==> src/rtl/hash_pkg.sv <==
// ---------------------------------------------------------------------------
// hash_pkg
//   Shared definitions for the hash message sender: framing byte values,
//   default digest width, the sender FSM state type and a small helper that
//   recognises the framing byte values.
// ---------------------------------------------------------------------------
package hash_pkg;

   localparam logic [7:0] SOF_BYTE      = 8'hFF;
   localparam logic [7:0] EOF_BYTE      = 8'h00;
   localparam int         DIGEST_W_DEF  = 64;

   typedef enum logic [2:0] {
      IDLE,
      SOF,
      DATA,
      EOF,
      WAIT,
      DIGEST
   } sender_state_t;

   // True for byte values that collide with the frame delimiters.
   function automatic logic is_frame_byte(input logic [7:0] b);
      return (b == SOF_BYTE) || (b == EOF_BYTE);
   endfunction

endpackage

==> src/rtl/hash_msg_sender_if.sv <==
// ---------------------------------------------------------------------------
// hash_msg_sender_if
//   Byte interface between the message sender and the hash core.
//   Signals:
//     m          byte to hash (held between strobes)
//     m_valid    1-cycle strobe, m valid that cycle
//     hash_busy  core still absorbing the previous byte
//     hash_ready digest valid
//     hash_out   digest value
//   Modports: master = sender side, slave = hash core side.
// ---------------------------------------------------------------------------
interface hash_msg_sender_if
   import hash_pkg::*;
#(
   parameter int DIGEST_W = DIGEST_W_DEF
) ();

   logic [7:0]          m;
   logic                m_valid;
   logic                hash_busy;
   logic                hash_ready;
   logic [DIGEST_W-1:0] hash_out;

   modport master (
      output m,
      output m_valid,
      input  hash_busy,
      input  hash_ready,
      input  hash_out
   );

   modport slave (
      input  m,
      input  m_valid,
      output hash_busy,
      output hash_ready,
      output hash_out
   );

endinterface

==> src/rtl/hash_msg_fifo.sv <==
// ---------------------------------------------------------------------------
// hash_msg_fifo
//   Synchronous byte FIFO holding one host message.
//   Ports:
//     clk, reset_l  clock / asynchronous active-low clear of the pointers
//     push, din     enqueue din when not full
//     pop, dout     dout shows the head; pop advances it when not empty
//     full, empty   status
//   Pointers carry one extra wrap bit so full and empty can be told apart.
// ---------------------------------------------------------------------------
module hash_msg_fifo #(
   parameter int DEPTH = 64
) (
   input  logic       clk,
   input  logic       reset_l,
   input  logic       push,
   input  logic [7:0] din,
   input  logic       pop,
   output logic [7:0] dout,
   output logic       full,
   output logic       empty
);

   localparam int          AW      = $clog2(DEPTH);
   localparam logic [AW:0] PTR_ONE = (AW+1)'(1);

   logic [7:0] mem [DEPTH];
   logic [AW:0] wr_ptr;
   logic [AW:0] rd_ptr;

   assign empty = (wr_ptr == rd_ptr);
   assign full  = (wr_ptr[AW] != rd_ptr[AW]) &&
                  (wr_ptr[AW-1:0] == rd_ptr[AW-1:0]);
   assign dout  = mem[rd_ptr[AW-1:0]];

   always_ff @(posedge clk or negedge reset_l) begin
      if (!reset_l) begin
         wr_ptr <= '0;
         rd_ptr <= '0;
      end else begin
         if (push && !full)  wr_ptr <= wr_ptr + PTR_ONE;
         if (pop  && !empty) rd_ptr <= rd_ptr + PTR_ONE;
      end
   end

   // Storage is not reset; the pointers alone define the contents.
   always_ff @(posedge clk) begin
      if (push && !full) mem[wr_ptr[AW-1:0]] <= din;
   end

endmodule

==> src/rtl/hash_msg_sender.sv <==
// ---------------------------------------------------------------------------
// hash_msg_sender
//   Transmit side of the hash byte interface. Buffers one host message in a
//   byte FIFO, then on send frames it as FF, payload, 00 with one m_valid
//   strobe per byte, paced by hash_busy, and captures the digest when
//   hash_ready asserts.
//   Ports:
//     clk, reset_l        clock / asynchronous active-low reset
//     wr_data, wr_valid   host payload byte in
//     wr_ready            byte accepted (IDLE and FIFO not full)
//     send                start framing (sampled in IDLE only)
//     busy                high from accepted send until done
//     done                1-cycle pulse when the digest is captured
//     err_drop            1-cycle pulse when a payload byte is filtered
//     hash                byte interface to the hash core (master modport)
//     digest              last captured digest
//     digest_valid        set on capture, cleared on accepted send
//   Build option HASH_SEND_FILTER_EN: payload bytes 00/FF are dropped on
//   write with an err_drop pulse. Without it every byte is queued verbatim
//   and err_drop stays 0.
// ---------------------------------------------------------------------------
module hash_msg_sender
   import hash_pkg::*;
#(
   parameter int DEPTH    = 64,
   parameter int GAP_CYC  = 1,
   parameter int DIGEST_W = DIGEST_W_DEF
) (
   input  logic                clk,
   input  logic                reset_l,
   input  logic [7:0]          wr_data,
   input  logic                wr_valid,
   output logic                wr_ready,
   input  logic                send,
   output logic                busy,
   output logic                done,
   output logic                err_drop,
   hash_msg_sender_if.master   hash,
   output logic [DIGEST_W-1:0] digest,
   output logic                digest_valid
);

   localparam int          GW       = $clog2(GAP_CYC) + 1;
   localparam logic [GW-1:0] GAP_LAST = GW'(GAP_CYC - 1);
   localparam logic [GW-1:0] GAP_ONE  = GW'(1);

   sender_state_t state;
   sender_state_t nxt;
   logic [GW-1:0] gap_cnt;
   logic [7:0]    m_r;
   logic          m_valid_r;
   logic          busy_r;
   logic          done_r;
   logic          err_r;

   logic       fifo_push;
   logic       fifo_pop;
   logic [7:0] fifo_dout;
   logic       fifo_full;
   logic       fifo_empty;
   logic       accept_wr;
   logic       drop;
   logic       gap_done;
   logic       advance;

   assign wr_ready  = (state == IDLE) && !fifo_full;
   assign accept_wr = wr_valid && wr_ready;

`ifdef HASH_SEND_FILTER_EN
   assign drop = accept_wr && is_frame_byte(wr_data);
`else
   assign drop = 1'b0;
`endif

   assign fifo_push = accept_wr && !drop;

   // The idle gap has elapsed on the last counted cycle; hash_busy is
   // sampled on that same cycle so the strobe period is GAP_CYC+1.
   assign gap_done = (gap_cnt == GAP_LAST);
   assign advance  = (state == WAIT) && gap_done && !hash.hash_busy;
   assign fifo_pop = advance && (nxt == DATA);

   hash_msg_fifo #(
      .DEPTH (DEPTH)
   ) u_fifo (
      .clk     (clk),
      .reset_l (reset_l),
      .push    (fifo_push),
      .din     (wr_data),
      .pop     (fifo_pop),
      .dout    (fifo_dout),
      .full    (fifo_full),
      .empty   (fifo_empty)
   );

   // The strobe is registered on entry to SOF/DATA/EOF, so m_valid is high
   // exactly during the cycle the FSM sits in one of those states.
   always_ff @(posedge clk or negedge reset_l) begin
      if (!reset_l) begin
         state        <= IDLE;
         nxt          <= IDLE;
         gap_cnt      <= '0;
         m_r          <= '0;
         m_valid_r    <= 1'b0;
         busy_r       <= 1'b0;
         done_r       <= 1'b0;
         err_r        <= 1'b0;
         digest       <= '0;
         digest_valid <= 1'b0;
      end else begin
         m_valid_r <= 1'b0;
         done_r    <= 1'b0;
         err_r     <= drop;
         case (state)
            IDLE: begin
               if (send) begin
                  state        <= SOF;
                  m_r          <= SOF_BYTE;
                  m_valid_r    <= 1'b1;
                  busy_r       <= 1'b1;
                  digest_valid <= 1'b0;
               end
            end
            SOF, DATA: begin
               // FIFO status already reflects the pop made on DATA entry.
               gap_cnt <= '0;
               state   <= WAIT;
               nxt     <= fifo_empty ? EOF : DATA;
            end
            EOF: begin
               gap_cnt <= '0;
               state   <= WAIT;
               nxt     <= DIGEST;
            end
            WAIT: begin
               if (!gap_done) begin
                  gap_cnt <= gap_cnt + GAP_ONE;
               end else if (!hash.hash_busy) begin
                  state <= nxt;
                  case (nxt)
                     DATA: begin
                        m_r       <= fifo_dout;
                        m_valid_r <= 1'b1;
                     end
                     EOF: begin
                        m_r       <= EOF_BYTE;
                        m_valid_r <= 1'b1;
                     end
                     default: ;
                  endcase
               end
            end
            DIGEST: begin
               if (hash.hash_ready) begin
                  digest       <= hash.hash_out;
                  digest_valid <= 1'b1;
                  done_r       <= 1'b1;
                  busy_r       <= 1'b0;
                  state        <= IDLE;
               end
            end
            default: state <= IDLE;
         endcase
      end
   end

   assign hash.m       = m_r;
   assign hash.m_valid = m_valid_r;
   assign busy         = busy_r;
   assign done         = done_r;
   assign err_drop     = err_r;

endmodule
==> src/flat_wrapper.sv <==
// flat-port wrapper written by rule: the top's interface ports become plain ports
module hash_msg_sender_flat import hash_pkg::*;
#(
   parameter int DEPTH    = 64,
   parameter int GAP_CYC  = 1,
   parameter int DIGEST_W = DIGEST_W_DEF
)
  (clk, reset_l, wr_data, wr_valid, wr_ready, send, busy, done, err_drop, digest, digest_valid, hash_m, hash_m_valid, hash_hash_busy, hash_hash_ready, hash_hash_out);
  hash_msg_sender_if #(.DIGEST_W(DIGEST_W)) hash_i ();
  input  logic clk;
  input  logic reset_l;
  input  logic [7:0] wr_data;
  input  logic wr_valid;
  output logic wr_ready;
  input  logic send;
  output logic busy;
  output logic done;
  output logic err_drop;
  output logic [DIGEST_W-1:0] digest;
  output logic digest_valid;
  output wire logic [$bits(hash_i.m)-1:0] hash_m;
  output wire logic [$bits(hash_i.m_valid)-1:0] hash_m_valid;
  input wire logic [$bits(hash_i.hash_busy)-1:0] hash_hash_busy;
  input wire logic [$bits(hash_i.hash_ready)-1:0] hash_hash_ready;
  input wire logic [$bits(hash_i.hash_out)-1:0] hash_hash_out;
  assign hash_m = hash_i.m;
  assign hash_m_valid = hash_i.m_valid;
  assign hash_i.hash_busy = hash_hash_busy;
  assign hash_i.hash_ready = hash_hash_ready;
  assign hash_i.hash_out = hash_hash_out;
  hash_msg_sender #(.DEPTH(DEPTH), .GAP_CYC(GAP_CYC), .DIGEST_W(DIGEST_W)) u_core (.clk(clk), .reset_l(reset_l), .wr_data(wr_data), .wr_valid(wr_valid), .wr_ready(wr_ready), .send(send), .busy(busy), .done(done), .err_drop(err_drop), .hash(hash_i), .digest(digest), .digest_valid(digest_valid));
endmodule
==> config.mk <==
export PLATFORM = sky130hd
export DESIGN_NAME = hash_msg_sender_flat
export DESIGN_NICKNAME = d
export VERILOG_FILES = /design/src/rtl/hash_pkg.sv /design/src/rtl/hash_msg_sender_if.sv /design/src/rtl/hash_msg_fifo.sv /design/src/rtl/hash_msg_sender.sv /design/src/flat_wrapper.sv
export SDC_FILE = /design/constraint.sdc
export NUM_CORES = 1
export LEC_CHECK = 0
export ABC_AREA = 1
export CELL_PAD_IN_SITES_DETAIL_PLACEMENT = 0
export CELL_PAD_IN_SITES_GLOBAL_PLACEMENT = 1
export CORE_MARGIN = 2
export CORE_UTILIZATION = 52
export CTS_BUF_LIST = sky130_fd_sc_hd__clkbuf_8
export DETAILED_ROUTE_END_ITERATION = 12
export GPL_TIMING_DRIVEN = 0
export MAX_ROUTING_LAYER = met4
export PLACE_DENSITY_LB_ADDON = 0.08
export REMOVE_ABC_BUFFERS = 1
export SYNTH_ARGS = -nofsm -noshare
export SYNTH_HDL_FRONTEND = slang
export SYNTH_SLANG_ARGS = --single-unit
==> constraint.sdc <==
create_clock -name clk -period 4.1 [get_ports clk]
set_clock_uncertainty 0.15 [all_clocks]
set_input_delay 0.82 -clock clk [delete_from_list [all_inputs] [get_ports clk]]
set_output_delay 0.82 -clock clk [all_outputs]
set_load 0.02 [all_outputs]
==> out/results.txt <==
status -> completed
VDD IR max -> 0.0003940 V
worst-path fanout max -> 38
dpl hpwl -> 39.29 mm
minimum clock period -> 3.969 ns
PortBufs -> 154
clock tree root driver cell -> clkbuf_8
area of the multi-input gates -> 0.006745 mm^2
Mean Syn Cell Area -> 10.13 um^2
Startpoint Class -> flip-flop
hold_sp -> u_core.digest_valid$_DFFE_PN0P_
Hold WC Path Type -> flip-flop to flip-flop
Final Non-Filler Cells -> 3457
P_leak -> 12.75 nW
starting density of the core -> 52.64%
DP Worst Slack -> -1.680 ns
clk slew on worst S/H paths -> 0.06 ns
Vias -> 17966
fill count -> 4016
commonest cells after routing, fill and taps aside -> nand2_1 (892), edfxtp_1 (512), inv_1 (304)
RSZ-0062 raised after global routing -> true
Via-to-Cell Ratio -> 5.197
ys flop type -> edfxtp_1
synthesis warning total -> 0
met2 usage -> 42.78%
relative slew slack -> 41.34%
Yosys cell types -> 29
layout cells sized above 1 -> 9.312%
Hold Path Sink -> u_core.digest_valid$_DFFE_PN0P_
Fin. Hold Viols -> 0
Cell Pwr Density -> 671.9 mW/mm^2
global-route wire length before repair -> 103.2 mm
die area -> 0.05124 mm^2
Die Width -> 226.4 um
Detailed Route WL -> 69.06 mm
Final ANT Viol Nets -> 0
pin count of the biggest net entering global routing -> 93
drt wl/cell -> 19.98 um
total CTS buffers -> 99
Combinational Power Share -> 38.9%
GR peak layer -> met2
FF-to-FF setup slack -> 0.13 ns
Clk pwr share -> 24.3%
RR Endpoint -> u_core.u_fifo.mem[5][3]$_DFFE_PP_
period utilization -> 96.82%
Worst Path Required -> 4.28 ns
final setup violation count -> 0
max-slew violations -> 0
Die H -> 226.4 um
Yosys top cell area share -> 59.80%
Final Instance Area -> 0.03064 mm^2
top post-synthesis cells by area -> edfxtp_1 (60%), nand2_1 (13%), dfrtp_1 (9.3%)
ys async rst share -> 15.79%
H-tree depth -> 3
RePlAce Congestion -> 0.8153
cell type with the largest total area after synthesis -> edfxtp_1
Pre-Repair DR Iteration Count -> 5
kind of critical path -> flip-flop to flip-flop
Seq pwr share -> 36.8%
synthesized area -> 0.02571 mm^2
commonest non-fill, non-tap cell in the layout -> nand2_1
Max Cap Viol -> 0
GRT overflow -> 0
register area -> 0.01779 mm^2
setup ws final -> 0.1305 ns
sw power -> 8.107 mW
Sink Count -> 608
Clock Latency Late Sink -> 0.69 ns
DP Area -> 0.02802 mm^2
reg2reg start -> u_core.u_fifo.rd_ptr[0]$_DFFE_PN0P_
GRT Util Overall -> 28.15%
flop and latch count out of synthesis -> 608
met1 Usage GRT -> 38.22%
DRC viols -> 0
Synth Instances -> 2538
Pint -> 12.48 mW
row cnt -> 81
Crit. End Element -> flip-flop
Max Buffers Root-to-Sink -> 3
number of global-route vias before repair -> 17294
CTS tree -> built
# IOs -> 156
First DRT Iteration DRCs -> 1511
sequential area share after synthesis -> 69.14%
Worst-Margin Slew -> 0.8752 ns
placed instance count -> 3254
sw frac -> 39.38%
EDFF count, synth -> 512
Max Clk Rate -> 251.9 MHz
area grow syn2layout -> 19.18%
Core ar. -> 0.04885 mm^2
Final #Nets -> 2789
reg2reg path depth -> 14
global-route met3 utilization -> 4.924%
crit path DAT -> 4.15 ns
hold path depth -> 2
initial antenna violation count -> 1
-- cell usage after synthesis (all sizes together) (4+ instances only) --
| cell type | instances |
|---|---|
| nand2 | 895 |
| edfxtp | 512 |
| inv | 265 |
| nand3 | 260 |
| nor2 | 242 |
| dfrtp | 96 |
| o21ai | 80 |
| buf | 75 |
| clkbuf | 48 |
| a21oi | 24 |
| xor2 | 10 |
| clkinv | 5 |
| nand4 | 5 |
| nor3 | 5 |
| or2 | 4 |
-- registers in the layout, summed over array words and instances, names as in the netlist --
| signal | flops |
|---|---|
| u_core.u_fifo.mem | 512 |
| u_core.digest | 64 |
| u_core.hash.m | 8 |
| u_core.u_fifo.rd_ptr | 7 |
| u_core.u_fifo.wr_ptr | 7 |
| u_core.nxt | 3 |
| u_core.state | 3 |
| u_core.busy | 1 |
| u_core.digest_valid | 1 |
| u_core.done | 1 |
| u_core.hash.m_valid | 1 |
-- final cells by class --
type                            count  area share (%)
Timing Repair Buffer              191           7.500
Clock inverter                     73           1.180
Sequential cell                   608           58.04
Timing Repair inverter              2         0.05716
Inverter                          270           3.507
Tap cell                          664           2.711
Clock buffer                      111           4.985
Antenna cell                        1        0.008166
Multi-Input combinational cell   1537           22.01
-- cell families after synthesis --
| family | Yosys count | share of synthesized area, % |
|---|---|---|
| and+or+nand+nor | 1415 | 22.15 |
| DFF | 608 | 69.14 |
| buffers and inverters | 393 | 6.088 |
| AOI/OAI and AO/OA | 108 | 2.136 |
| xor gates and xnor gates | 11 | 0.3747 |
| adders and majority gates | 2 | 0.09731 |
| other | 1 | 0.01458 |
-- repair_timing --
item | 4_1_cts | 5_1_grt
gates cloned | 6 | 3
endpoints found under the setup margin | 518 | 322
hold buffers | 1 | 0
pin swaps | 1 | 0
endpoints found under the hold margin | 36 | 0
setup buffers | 8 | 0
gates resized for setup | 99 | 13
-- power by group through the flow --
stage          Sequential, mW  Clock [mW]  Combinational (mW)
2_1_floorplan            8.35           0                3.77
3_3_place_gp             8.17           0                6.04
3_5_place_dp             7.84           0                7.12
4_1_cts                  7.56        5.08                7.87
5_1_grt                  7.64        5.34                8.75
6_report                 7.58        5.00                8.01
-- worst max-delay path, stage by stage (launching register included) --
cell	delay (ns)
dfrtp_4	0.50
buf_16	0.20
buf_16	0.20
clkinv_16	0.14
buf_16	0.21
nand2_1	0.08
nand4_1	0.09
nor2_1	0.05
nand2_1	0.16
inv_1	0.08
nand2_1	0.07
nand3_2	0.21
inv_1	0.26
nand3_2	0.61
nor2_4	0.54
-- worst max-delay path by stage --
stage | start | to | slack, ns | depth (start not counted)
after floorplan | u_core.u_fifo.rd_ptr[0]$_DFFE_PN0P_ | wr_ready | -5.41 | 7
after global placement | u_core.u_fifo.rd_ptr[0]$_DFFE_PN0P_ | u_core.u_fifo.mem[3][1]$_DFFE_PP_ | -15.31 | 11
after detailed placement | u_core.u_fifo.rd_ptr[0]$_DFFE_PN0P_ | u_core.u_fifo.mem[3][5]$_DFFE_PP_ | -1.68 | 14
after CTS | u_core.u_fifo.rd_ptr[1]$_DFFE_PN0P_ | u_core.u_fifo.mem[2][5]$_DFFE_PP_ | 0.01 | 13
after global routing | u_core.u_fifo.rd_ptr[0]$_DFFE_PN0P_ | u_core.u_fifo.mem[2][7]$_DFFE_PP_ | -0.02 | 14
final | u_core.u_fifo.rd_ptr[0]$_DFFE_PN0P_ | u_core.u_fifo.mem[5][3]$_DFFE_PP_ | 0.13 | 14
-- per-layer routing --
| metal | part of all wire, % | wire, um | vias up |
|---|---|---|---|
| li1 | - | - | 8596 |
| met1 | 44 | 30050 | 8600 |
| met2 | 47 | 32270 | 611 |
| met5 | 0 | 0 | - |
| met4 | 3.6 | 2476 | 0 |
| met3 | 6.2 | 4257 | 159 |
-- metrics by stage --
step	total power [mW]	utilization [%]	hold WS, ns	TNS, ns
floorplan	12.12	-	0.3364	-2835.85
global placement	14.20	56.36	0.3114	-8338.92
detailed placement	14.96	57.36	0.3122	-646.14
CTS	20.51	62.44	0.3274	0
global route	21.72	62.73	0.3493	-0.4645
finish	20.59	62.73	0.3226	0
Note: power is estimated with default switching activity, not from simulation.
